File: src/rtl/hack_cpu_pkg.sv
// Hack CPU shared definitions: instruction field positions, destination bits, jump codes.
package hack_cpu_pkg;

  localparam int HACK_WIDTH = 16;

  // Instruction field positions
  localparam int C_BIT   = 15;
  localparam int A_BIT   = 12;
  localparam int COMP_HI = 11;
  localparam int COMP_LO = 6;
  localparam int DEST_HI = 5;
  localparam int DEST_LO = 3;
  localparam int JUMP_HI = 2;
  localparam int JUMP_LO = 0;

  // Bit indices inside the 3-bit dest field
  localparam int DEST_A = 2;
  localparam int DEST_D = 1;
  localparam int DEST_M = 0;

  typedef enum logic [2:0] {
    JNULL = 3'b000,
    JGT   = 3'b001,
    JEQ   = 3'b010,
    JGE   = 3'b011,
    JLT   = 3'b100,
    JNE   = 3'b101,
    JLE   = 3'b110,
    JMP   = 3'b111
  } jump_t;

  typedef struct packed {
    logic zx;
    logic nx;
    logic zy;
    logic ny;
    logic f;
    logic no;
  } comp_t;

  // Jump bits are lt/eq/gt masks tested against the ALU sign and zero flags.
  function automatic logic jump_taken(input logic [2:0] j, input logic zr, input logic ng);
    jump_taken = (j[2] & ng) | (j[1] & zr) | (j[0] & ~ng & ~zr);
  endfunction

endpackage

File: src/rtl/hack_alu.sv
// Hack ALU: combinational zero/negate of each input, add or AND, optional output negate.
module hack_alu #(
  parameter int WIDTH = 16
) (
  input  logic [WIDTH-1:0] x,
  input  logic [WIDTH-1:0] y,
  input  logic             zx,
  input  logic             nx,
  input  logic             zy,
  input  logic             ny,
  input  logic             f,
  input  logic             no,
  output logic [WIDTH-1:0] out,
  output logic             zr,
  output logic             ng
);

  logic [WIDTH-1:0] x_z;
  logic [WIDTH-1:0] x_n;
  logic [WIDTH-1:0] y_z;
  logic [WIDTH-1:0] y_n;
  logic [WIDTH-1:0] res;

  always_comb begin
    x_z = zx ? '0 : x;
    x_n = nx ? ~x_z : x_z;
    y_z = zy ? '0 : y;
    y_n = ny ? ~y_z : y_z;
    res = f ? (x_n + y_n) : (x_n & y_n);
    out = no ? ~res : res;
    zr  = (out == '0);
    ng  = out[WIDTH-1];
  end

endmodule

File: src/rtl/hack_cpu.sv
// Hack CPU: one instruction per clock, A/D/PC registers, split memory read/write addresses.
// Define HACK_CPU_WBREG_EN for a registered write port (one-cycle-late commit, with M forwarding).
module hack_cpu
  import hack_cpu_pkg::*;
#(
  parameter int WIDTH = HACK_WIDTH
) (
  input  logic             clk,
  input  logic             rstn,
  input  logic [WIDTH-1:0] inM,
  input  logic [WIDTH-1:0] instruction,
  output logic [WIDTH-1:0] outM,
  output logic             writeM,
  output logic [WIDTH-1:0] addressMR,
  output logic [WIDTH-1:0] addressMW,
  output logic [WIDTH-1:0] pc
);

  logic [WIDTH-1:0] a_reg;
  logic [WIDTH-1:0] d_reg;
  logic [WIDTH-1:0] pc_reg;

  logic             is_c;
  comp_t            comp;
  logic [2:0]       dest;
  logic [2:0]       jump;
  logic             wr_m;
  logic             take;

  logic [WIDTH-1:0] m_val;
  logic [WIDTH-1:0] y_in;
  logic [WIDTH-1:0] alu_out;
  logic             zr;
  logic             ng;

  assign is_c = instruction[C_BIT];
  assign comp = comp_t'(instruction[COMP_HI:COMP_LO]);
  assign dest = instruction[DEST_HI:DEST_LO];
  assign jump = instruction[JUMP_HI:JUMP_LO];
  assign wr_m = is_c & dest[DEST_M];
  assign take = is_c & jump_taken(jump, zr, ng);

  assign addressMR = a_reg;
  assign pc        = pc_reg;
  assign y_in      = instruction[A_BIT] ? m_val : a_reg;

  hack_alu #(.WIDTH(WIDTH)) u_alu (
    .x   (d_reg),
    .y   (y_in),
    .zx  (comp.zx),
    .nx  (comp.nx),
    .zy  (comp.zy),
    .ny  (comp.ny),
    .f   (comp.f),
    .no  (comp.no),
    .out (alu_out),
    .zr  (zr),
    .ng  (ng)
  );

  // Jump target and M write address both use A as it was before this instruction.
  always_ff @(posedge clk) begin
    if (!rstn) begin
      a_reg  <= '0;
      d_reg  <= '0;
      pc_reg <= '0;
    end else begin
      if (!is_c) begin
        a_reg <= {1'b0, instruction[WIDTH-2:0]};
      end else if (dest[DEST_A]) begin
        a_reg <= alu_out;
      end
      if (is_c && dest[DEST_D]) begin
        d_reg <= alu_out;
      end
      pc_reg <= take ? a_reg : pc_reg + WIDTH'(1);
    end
  end

`ifdef HACK_CPU_WBREG_EN
  logic [WIDTH-1:0] wb_out;
  logic [WIDTH-1:0] wb_addr;
  logic             wb_we;
  logic             fwd;

  always_ff @(posedge clk) begin
    if (!rstn) begin
      wb_out  <= '0;
      wb_addr <= '0;
      wb_we   <= 1'b0;
    end else begin
      wb_out  <= alu_out;
      wb_addr <= a_reg;
      wb_we   <= wr_m;
    end
  end

  // Memory has not yet absorbed the pending write, so read it from the write register.
  assign fwd       = wb_we && (wb_addr == a_reg);
  assign m_val     = fwd ? wb_out : inM;
  assign outM      = wb_out;
  assign addressMW = wb_addr;
  assign writeM    = wb_we;
`else
  assign m_val     = inM;
  assign outM      = alu_out;
  assign addressMW = a_reg;
  assign writeM    = wr_m & rstn;
`endif

endmodule

File: config.mk
export PLATFORM = sky130hd
export DESIGN_NAME = hack_cpu
export DESIGN_NICKNAME = d
export VERILOG_FILES = /design/src/rtl/hack_cpu_pkg.sv /design/src/rtl/hack_alu.sv /design/src/rtl/hack_cpu.sv
export SDC_FILE = /design/constraint.sdc
export NUM_CORES = 1
export LEC_CHECK = 0
export CELL_PAD_IN_SITES_DETAIL_PLACEMENT = 1
export CELL_PAD_IN_SITES_GLOBAL_PLACEMENT = 1
export CORE_MARGIN = 2
export CORE_UTILIZATION = 30
export CTS_CLUSTER_DIAMETER = 100
export DETAILED_ROUTE_END_ITERATION = 10
export PLACE_DENSITY = 0.79
export SLEW_MARGIN = 20
export SYNTH_ARGS = -nofsm -noshare
export SYNTH_HDL_FRONTEND = slang
export SYNTH_HIERARCHICAL = 1
export SYNTH_SLANG_ARGS = --single-unit
File: constraint.sdc
create_clock -name clk -period 6.7 [get_ports clk]
set_input_delay 1.34 -clock clk [delete_from_list [all_inputs] [get_ports clk]]
set_output_delay 1.34 -clock clk [all_outputs]
set_load 0.01 [all_outputs]
Word-level counts from Yosys, hierarchy flattened
Cells that the tools add are included.
Word-level totals
  input bits: 34
  output and inout bits: 65
  logic and storage cells: 35
  register bits: 48
Operators by class
  reduce and logical (&&, ||, !) cells: 3
  add/subtract/negate cells: 2
  muxes and demuxes: 10
  eq/ne operators: 1
  bitwise gates (word level): 15
Operator list (number)
  $mux 16: 8
  $not 16->16: 3
  $mux 15: 2
  $add 16x1->16 const B: 1
  $add 16x16->16: 1
  $and 16x16->16: 1
  $logic_not 16->1: 1
  $and 1x1->1: 7
  $ne 2x2->1 const B: 1
  $not 1->1: 2
  $or 1x1->1: 2
  $reduce_and 2->1: 1
  $logic_and 1x1->1: 1

Logic depth before layout (Yosys ltp)
Gate-level depths: netlist (run 1).
  word-level depth: 14
  gate-level depth with buffers: 19

Hierarchy
Netlist (run 1), hierarchy kept.
Modules (own cells, without submodules)
  hack_cpu: area each 2399.8 um2, cells an instance 276, seq. area each 960.9 um2, times used 1
  hack_alu: area each 1906.8 um2, cells an instance 267, seq. area each 0.0 um2, times used 1

Least setup slack after synthesis (run 1)
No wires, ideal clock.
  kind: in2reg
  start point: in instruction[8]
  end point: reg pc_reg[1] (netlist: pc[1])
  required time: 6572 ps
  path slack: 710 ps
  cell stages on the path: 18
  path buffers: 3
  data arrival time: 5862 ps
  library setup time: 128 ps
  cells stage by stage: clkbuf_1 clkbuf_1 xnor2_1 ha_1 fa_1 a211oi_4 o2111a_1 a311o_1 o21ai_0 or4b_1 a221o_1 or4b_1 nor4_2 nor3b_1 o21ai_1 buf_2 mux2i_1 nor2_1
On the way
  longest elaborated chain between the ends: 11
  elaborated cells on any way between the ends: 17
  classes of those cells: add/sub (1); mux (4); bitwise (11); reduce/logical (1)
RTL lines
  start: declaration: line hack_cpu.sv:11  | input logic [WIDTH-1:0] instruction,
  $mux 16 (*): line hack_alu.sv:28  | y_n = ny ? ~y_z : y_z;
  $add 16x16->16 or $and 16x16->16 (tied branches): line hack_alu.sv:29  | res = f ? (x_n + y_n) : (x_n & y_n);
  $mux 16 (*): line hack_alu.sv:29
  $not 16->16: line hack_alu.sv:30  | out = no ? ~res : res;
  $mux 16 (*): line hack_alu.sv:30
  $logic_not 16->1 (*): line hack_alu.sv:31  | zr = (out == '0);
  via zr: line hack_cpu.sv:33  | logic zr;
  $and 1x1->1 or $not 1->1 (tied branches): line hack_cpu_pkg.sv:43  | jump_taken = (j[2] & ng) | (j[1] & zr) | (j[0] & ~ng & ~zr);
  $or 1x1->1 or $and 1x1->1 (tied branches): line hack_cpu_pkg.sv:43
  $or 1x1->1 (*): line hack_cpu_pkg.sv:43
  $and 1x1->1 (*): line hack_cpu.sv:41  | assign take = is_c & jump_taken(jump, zr, ng);
  $mux 16 (*): line hack_cpu.sv:76  | pc_reg <= take ? a_reg : pc_reg + WIDTH'(1);
  end signal: assignment: line hack_cpu.sv:76
  end: declaration: line hack_cpu.sv:21  | logic [WIDTH-1:0] pc_reg;
The timed path passes the listed nets; every way through them passes the cells marked *.
A chain may end at the register's enable or synchronous reset.

Worst setup path after layout (run 1)
  start point: in instruction[12]
  end point: out outM[10]
On the way
  longest elaborated chain between the ends: 8
  elaborated cells on any way between the ends: 9
  classes of those cells: add/sub (1); mux (5); bitwise (3)
RTL lines
  $mux 16 (*): line hack_cpu.sv:45  | assign y_in = instruction[A_BIT] ? m_val : a_reg;
  via y_in[0]: line hack_cpu.sv:31  | logic [WIDTH-1:0] y_in;
  $mux 16 (*): line hack_alu.sv:27  | y_z = zy ? '0 : y;
  $not 16->16: line hack_alu.sv:28
  $mux 16 (*): line hack_alu.sv:28
  $add 16x16->16 (*): line hack_alu.sv:29
  $mux 16 (*): line hack_alu.sv:29
  $not 16->16: line hack_alu.sv:30
  $mux 16 (*): line hack_alu.sv:30
  end: declaration: line hack_cpu.sv:12  | output logic [WIDTH-1:0] outM,
Marked as above.

==> results.yml, run 1 <==
synthesis:
  mappedNetlistArea_um2: 4310
  yosysUniqueCellTypes: 71
  postSynthNetCount: 595
  yosys_most_used_dff: "sky130_fd_sc_hd__dfxtp_1"
  synth_area_per_cell_um2: 7.93
  cell_count_after_synthesis: 543
  flop_and_latch_count_out_of_synthesis: 48
  synth-async-reset-ratio: 0
  synth-edff-count: 0
  synth_warnings: 6
  ys_seq_area_frac: 0.223
pwr:
  power.switching_fraction: 0.381
  finalPower_mw: 1.35
  seq_power_share: 0.267
  pwr-share-clk: 0.227
  worst_ir_drop_vdd_mv: 0.105
  p_int_mw: 0.835
  power_leakage_nw: 2.05
  pwr_density_cell_nw_per_um2: 238
  share_comb_of_total_power: 0.506
  power.switching_mw: 0.514
drt:
  total_length_of_routed_wires_um: 15600
  route.detailed.vias_per_inst: 5.31
  vias: 4302
  detailedRoute.firstPassIterationCount: 4
  route.antenna.remaining_nets: 0
  routed_wire_length_per_instance_um: 19.2
  drc: 0
  initial_drc_count: 196
global_routing:
  grt-busiest-layer: "met2"
  met2_usage: 0.371
  initial_antenna_violation_count: 0
  largest_net_degree_at_the_start_of_global_routing: 38
  grtUsageMet1: 0.248
  grt_pass1_wl_um: 24100
  globalRouteTotalUtil: 0.203
  first_global_vias: 4470
  overflow: 0
  grt.met3_usage: 0.0238
clock_network:
  clock_tree.root_cell: "sky130_fd_sc_hd__clkbuf_16"
  htree_levels: 2
  path_clk_slew_ns: 0.07
  cts_sinks: 48
  cts_hold_repair.buffers: 0
  cts-buffers-inserted: 5
  clock_tree_from_tritoncts: "done"
  clk_latency_ns: 0.30
  ctsLongestPathBuffers: 2
setup_path:
  timing.critical_path.from_type: "input pin"
  end_kind: "primary output"
  ff2ff_path_depth: 19
  required_ns: 5.36
  regToRegStartpoint: "addressMR[0]"
  worstPathCellList: "clkdlybuf4s50_1 > mux2_2 > nand2b_1 > xnor2_1 > ha_1 > fa_1 > a211oi_4 > buf_4 > or4_4 > nand2_4 > or3_2 > a31oi_1 > nor2_1 > nor2_2 > clkdlybuf4s50_1"
  r2r-end: "pc[1]"
  timing.setup.critical_path_class: "input pin to primary output"
  critical_path.max_stage_delay_ns: 0.57
  critical_path.slowest_cell: "sky130_fd_sc_hd__clkdlybuf4s50_1"
  critical_path_peak_fanout: 4
  worstSetupEndpoint: "outM[10]"
  setup.worst_path.start: "instruction[12]"
  r2r_setup_slack_ns: 1.78
  critical_path_arrival_ns: 5.25
  critPathMostFrequentCell: "sky130_fd_sc_hd__clkdlybuf4s50_1"
timing:
  finalSetupTns_ns: 0
  max_slew_margin: 0.336
  achievable-frequency_mhz: 152
  setup_viol: 0
  unrepaired_setup_endpoints_after_global_routing: "false"
  worst_clock_skew_ns: 0.00677
  final_min_period_over_clock_period: 0.983
  post-route-min-period_ns: 6.59
  report.final.slew_viol_count: 0
  final-hold-violation-count: 0
  worst_slew_pin_slew_ns: 0.992
floorplan:
  fp.dieArea_um2: 15300
  floorplan.core_area_um2: 13900
  fp-row-count: 43
  die_h_um: 124
  initial_utilization: 0.309
  num_io_pins: 99
  die-width_um: 124
cells_and_area:
  area_growth_syn_to_layout_pct: 31.8
  post_route_cells_drive_above_1_share: 0.122
  nNetsFinal: 681
  layout.core_utilization: 0.407
  antenna_cells_inserted: 0
  final_cells: 810
placement:
  numPortBuffers: 98
  detail_placement_hpwl_um: 12200
  place.detailed.instances: 802
  place.gp.congestion: 0.903
flow_run:
  max-cap-violations: 0
status:
  outcome: "complete, no violations"
worst_hold_path:
  hold_path.class: "register to register"
[metrics by stage]
stage	hold WS (ns)	area (um^2)	setup slack (ns)
after floorplan	0.437	4310	0.710
after global placement	0.443	5490	0.130
after detailed placement	0.451	5490	0.0764
after CTS	0.461	5660	0.0311
after global routing	0.480	5680	0.0132
final	0.460	5680	0.112
[cells by family after synthesis]
kind of cell,synth area share
AOI/OAI and AO/OA,0.198
xor gates and xnor gates,0.124
adders and majority gates,0.0540
buffers and inverters,0.0720
DFF,0.223
muxes,0.0933
and+or+nand+nor,0.235
[power groups by stage]
stage / Clock [mW] / Sequential [mW] / Combinational (mW)
floorplan: 0 / 0.365 / 0.383
global placement: 0 / 0.364 / 0.656
detailed placement: 0 / 0.367 / 0.676
CTS: 0.309 / 0.360 / 0.682
global route: 0.324 / 0.366 / 0.737
finish: 0.306 / 0.360 / 0.683
[per-layer routing]
metal | up-vias | routed length (um) | part of all wire
met1 | 2115 | 6810 | 0.44
met5 | - | 0 | 0
met3 | 18 | 523 | 0.034
li1 | 2085 | - | -
met2 | 84 | 7900 | 0.51
met4 | 0 | 348 | 0.022
[final cells by class]
type / instances / area [um^2]
Clock buffer: 6 / 139
Clock inverter: 2 / 38.8
Fill cell: 1655 / 8260
Inverter: 12 / 45.0
Multi-Input combinational cell: 436 / 3050
Sequential cell: 48 / 961
Tap cell: 180 / 225
Timing Repair Buffer: 126 / 1220
[worst max-delay path: cells and delay by family]
kind                       cells  cell delay [ns]
buffers and inverters          3             1.30
and+or+nand+nor                6             1.00
adders and majority gates      2             0.69
AOI/OAI and AO/OA              2             0.50
muxes                          1             0.36
xor gates and xnor gates       1             0.07
[repair_timing]
action	in CTS	in global routing
buffers inserted	0	0
setup endpoints to repair	0	4
gates resized for setup	0	4
[cell usage in the layout (no fill, tap or decap), types with 3 or more instances in the layout]
master,instances
sky130_fd_sc_hd__o21ai_0,24
sky130_fd_sc_hd__mux2_2,17
sky130_fd_sc_hd__nor3_1,9
sky130_fd_sc_hd__and2_1,4
sky130_fd_sc_hd__nand4_1,5
sky130_fd_sc_hd__a211oi_1,20
sky130_fd_sc_hd__xor2_1,7
sky130_fd_sc_hd__a31oi_1,8
sky130_fd_sc_hd__clkdlybuf4s50_1,97
sky130_fd_sc_hd__o211ai_1,4
sky130_fd_sc_hd__nand2_1,53
sky130_fd_sc_hd__a21oi_2,4
sky130_fd_sc_hd__inv_1,11
sky130_fd_sc_hd__nor2_1,33
sky130_fd_sc_hd__o31ai_1,3
sky130_fd_sc_hd__dfxtp_1,48
sky130_fd_sc_hd__or3_1,3
sky130_fd_sc_hd__nor2b_1,5
sky130_fd_sc_hd__nand2b_1,37
sky130_fd_sc_hd__xnor2_1,54
sky130_fd_sc_hd__nand3_1,12
sky130_fd_sc_hd__ha_1,17
sky130_fd_sc_hd__buf_4,26
sky130_fd_sc_hd__a21o_1,3
sky130_fd_sc_hd__clkbuf_16,5
sky130_fd_sc_hd__o311ai_0,3
sky130_fd_sc_hd__a21oi_1,38
sky130_fd_sc_hd__mux2i_1,21
[how the worst min path moves through the flow]
| stage | slack [ns] | to | start | cells after the start |
|---|---|---|---|---|
| floorplan | 0.44 | d_reg[0] | d_reg[0] | 2 |
| global placement | 0.44 | d_reg[4] | d_reg[4] | 2 |
| detailed placement | 0.45 | d_reg[1] | d_reg[1] | 2 |
| CTS | 0.46 | d_reg[1] | d_reg[1] | 2 |
| global route | 0.48 | d_reg[1] | d_reg[1] | 2 |
| finish | 0.46 | d_reg[1] | d_reg[1] | 2 |
[cell usage after synthesis, drive strengths merged (3+ instances only)]
cell type  instances  area [um^2]
nand2             54          210
xnor2             54          473
dfxtp             48          961
a21oi             42          218
nand2b            37          231
nor2              34          128
buf               28          189
o21ai             27          135
a211oi            22          183
mux2i             21          210
clkbuf            18         67.6
ha                17          213
mux2              17          191
nand3             13         70.1
inv               12         45.0
nor3              10         55.1
a31oi              8         50.1
xor2               7         61.3
and2               6         40.0
nand4              5         31.3
nor2b              5         31.3
or3                5         33.8
nor4               4         37.5
o211ai             4         30.0
a21o               3         22.5
and3               3         20.0
o311ai             3         26.3
o31ai              3         22.5
Note: power is estimated with default switching activity, not from simulation.
==> inputs of run 2 (changes only) <==
GPL_TIMING_DRIVEN = 0   (was unset)
PLACE_DENSITY = 0.78   (was 0.79)
SYNTH_HIERARCHICAL = unset   (was 1)
==> results.yml, run 2 <==
flow_run:
  max-cap-violations: 0
synthesis:
  synth_fa_ha_area_frac: 0.0530
  yosysUniqueCellTypes: 63
  cell_count_after_synthesis: 552
  synth_compound_area_frac: 0.165
  synth-simple-area-share: 0.232
  mappedNetlistArea_um2: 4390
  synth_area_per_cell_um2: 7.96
  synth.top_cell.area_share: 0.219
  post_synthesis_share_of_cell_area_spent_on_xor_and_xnor_gates: 0.128
  yosys.area.top_type: "sky130_fd_sc_hd__dfxtp_1"
  synth-edff-count: 0
  synth.most_common_cell: "sky130_fd_sc_hd__nand2_1"
  synth.top_cells.by_area: "sky130_fd_sc_hd__dfxtp_1, sky130_fd_sc_hd__mux2i_1, sky130_fd_sc_hd__xnor2_1"
  ys_seq_area_frac: 0.219
  post_synth_most_frequent_cells: "sky130_fd_sc_hd__nand2_1, sky130_fd_sc_hd__mux2i_1, sky130_fd_sc_hd__dfxtp_1, sky130_fd_sc_hd__nor2_1, sky130_fd_sc_hd__xnor2_1"
  yosys_most_used_dff: "sky130_fd_sc_hd__dfxtp_1"
  synth_warnings: 0
  synth-async-reset-ratio: 0
  flop_and_latch_count_out_of_synthesis: 48
  muxShareOfSynthArea: 0.129
  synth_top_family_by_area: "simple AND/OR/NAND/NOR gates"
  postSynthNetCount: 604
pwr:
  power_leakage_nw: 2.24
  pwr_density_cell_nw_per_um2: 221
  finalPower_mw: 1.27
  worst_ir_drop_vdd_mv: 0.104
floorplan:
  floorplan.core_area_um2: 14400
  fp-row-count: 44
  fp.dieArea_um2: 15600
  die-width_um: 125
  die_h_um: 125
  initial_utilization: 0.304
  num_io_pins: 99
setup_path:
  critical_path.max_stage_delay_ns: 0.59
  worstPathCellList: "clkbuf_2 > buf_4 > mux2i_1 > nor2_1 > xor2_2 > ha_1 > a211oi_4 > o211ai_2 > a211oi_2 > or2_1 > o31ai_2 > or2_2 > mux2i_1 > xnor2_2 > clkdlybuf4s50_1"
  required_ns: 5.36
  timing.setup.critical_path_class: "input pin to primary output"
  critical_path.slowest_cell: "sky130_fd_sc_hd__clkdlybuf4s50_1"
  critPathMostFrequentCell: "sky130_fd_sc_hd__mux2i_1"
  critical_path_arrival_ns: 5.15
  end_kind: "primary output"
  timing.critical_path.from_type: "input pin"
  ff2ff_path_depth: 16
  critical_path_peak_fanout: 10
cells_and_area:
  multi_input_combinational_cell_area_um2: 3150
  area_growth_syn_to_layout_pct: 30.9
  layout.cells.most_common: "sky130_fd_sc_hd__clkdlybuf4s50_1"
  sequential_cell_area_um2: 961
  final_cell_mix: "sky130_fd_sc_hd__clkdlybuf4s50_1, sky130_fd_sc_hd__nand2_1, sky130_fd_sc_hd__mux2i_1, sky130_fd_sc_hd__nor2_1, sky130_fd_sc_hd__dfxtp_1"
  stdcell_area_um2: 5750
  nNetsFinal: 703
  final.fill_count: 1761
  antenna_cells_inserted: 0
  post_route_cells_drive_above_1_share: 0.0966
timing:
  report.final.slew_viol_count: 0
  post-route-min-period_ns: 6.49
  achievable-frequency_mhz: 154
  worst_clock_skew_ns: 0.00721
  max_slew_margin: 0.438
  final_min_period_over_clock_period: 0.969
  final.hold.worst_slack_ns: 0.465
  unrepaired_setup_endpoints_after_global_routing: "true"
  worst_slew_pin_slew_ns: 0.843
  final-hold-violation-count: 0
  setup_viol: 0
drt:
  drc: 0
  detailedRoute.firstPassIterationCount: 4
  vias: 4420
  initial_drc_count: 286
  route.detailed.vias_per_inst: 5.29
  total_length_of_routed_wires_um: 15600
  route.antenna.remaining_nets: 0
  routed_wire_length_per_instance_um: 18.6
clock_network:
  cts-buffers-inserted: 5
  path_clk_slew_ns: 0.06
  clock_tree.root_cell: "sky130_fd_sc_hd__clkbuf_16"
  htree_levels: 2
  cts_sinks: 48
  clock_tree_from_tritoncts: "done"
  ctsLongestPathBuffers: 2
  clk_latency_ns: 0.30
global_routing:
  initial_antenna_violation_count: 0
  overflow: 0
  grt_pass1_wl_um: 24700
  largest_net_degree_at_the_start_of_global_routing: 15
  first_global_vias: 4603
  globalRouteTotalUtil: 0.195
worst_hold_path:
  hold_path.class: "register to register"
  timing.hold.worst_path_depth: 2
placement:
  numPortBuffers: 91
  place.gp.congestion: 0.876
  detail_placement_hpwl_um: 12400
  place_area_um2: 5530
status:
  outcome: "complete, no violations"
run 2: changes by cell type after synthesis, moves of 18 or more:
| cell | delta |
|---|---|
| sky130_fd_sc_hd__mux2i_1 | +33 |
| sky130_fd_sc_hd__o21ai_0 | -18 |
| sky130_fd_sc_hd__nand2b_1 | -18 |
| sky130_fd_sc_hd__xor2_1 | +19 |
| sky130_fd_sc_hd__nand2_1 | +23 |
run 2: cells by family (layout without fill, tap and decap cells):
kind of cell,count (synthesis),count (layout)
buffers and inverters,64,164
xor gates and xnor gates,64,64
AOI/OAI and AO/OA,93,93
muxes,56,56
and+or+nand+nor,209,209
DFF,48,48
adders and majority gates,18,18
run 2: stage by stage:
stage | worst slack [ns] | utilization | setup TNS (ns) | std cells
floorplan | 0.597 | - | 0 | 552
global placement | -0.495 | 0.384 | -3.86 | 827
detailed placement | -0.643 | 0.384 | -6.89 | 827
CTS | 0.0148 | 0.395 | 0 | 835
global route | -0.00303 | 0.399 | -0.00303 | 836
finish | 0.208 | 0.399 | 0 | 836
run 2: timing repair:
item	in CTS	in global routing
gates resized for setup	8	13
hold buffers	0	0
setup buffers	0	1
endpoints found under the setup margin	16	6
pin swaps	1	1
run 2: final timing paths:
| kind | startpoint | to | slack [ns] |
|---|---|---|---|
| max reg2reg | addressMR[0] | pc[14] | 1.58 |
| min | d_reg[4] | d_reg[4] | 0.47 |
| min reg2reg | d_reg[4] | d_reg[4] | 0.47 |
| max | instruction[12] | outM[13] | 0.21 |
run 2: per-layer routing:
metal | wire [um] | vias to the layer above | share of wire | GRT usage
met5 | 0 | - | 0 | 0
met4 | 212 | 0 | 0.014 | 0.0477
li1 | - | 2101 | - | -
met2 | 7520 | 76 | 0.48 | 0.327
met3 | 493 | 19 | 0.032 | 0.0248
met1 | 7360 | 2224 | 0.47 | 0.266
run 2: power by group:
part           switching, mW  internal [mW]
clock network          0.117          0.149
logic                  0.356          0.304
registers             0.0316          0.313
total                  0.505          0.766
run 2: critical path: cells and delay by family:
| family | cells | cell delay, ns |
|---|---|---|
| AOI/OAI and AO/OA | 4 | 0.91 |
| xor gates and xnor gates | 2 | 0.39 |
| adders and majority gates | 1 | 0.31 |
| buffers and inverters | 3 | 1.13 |
| muxes | 2 | 0.48 |
| and+or+nand+nor | 3 | 0.57 |
run 2: area by class of cell:
type,instances,share of cell area
Tap cell,184,0.0400
Sequential cell,48,0.167
Clock buffer,7,0.0248
Timing Repair Buffer,92,0.160
Clock inverter,1,0.00131
Buffer,54,0.0524
Multi-Input combinational cell,440,0.548
Inverter,10,0.00653
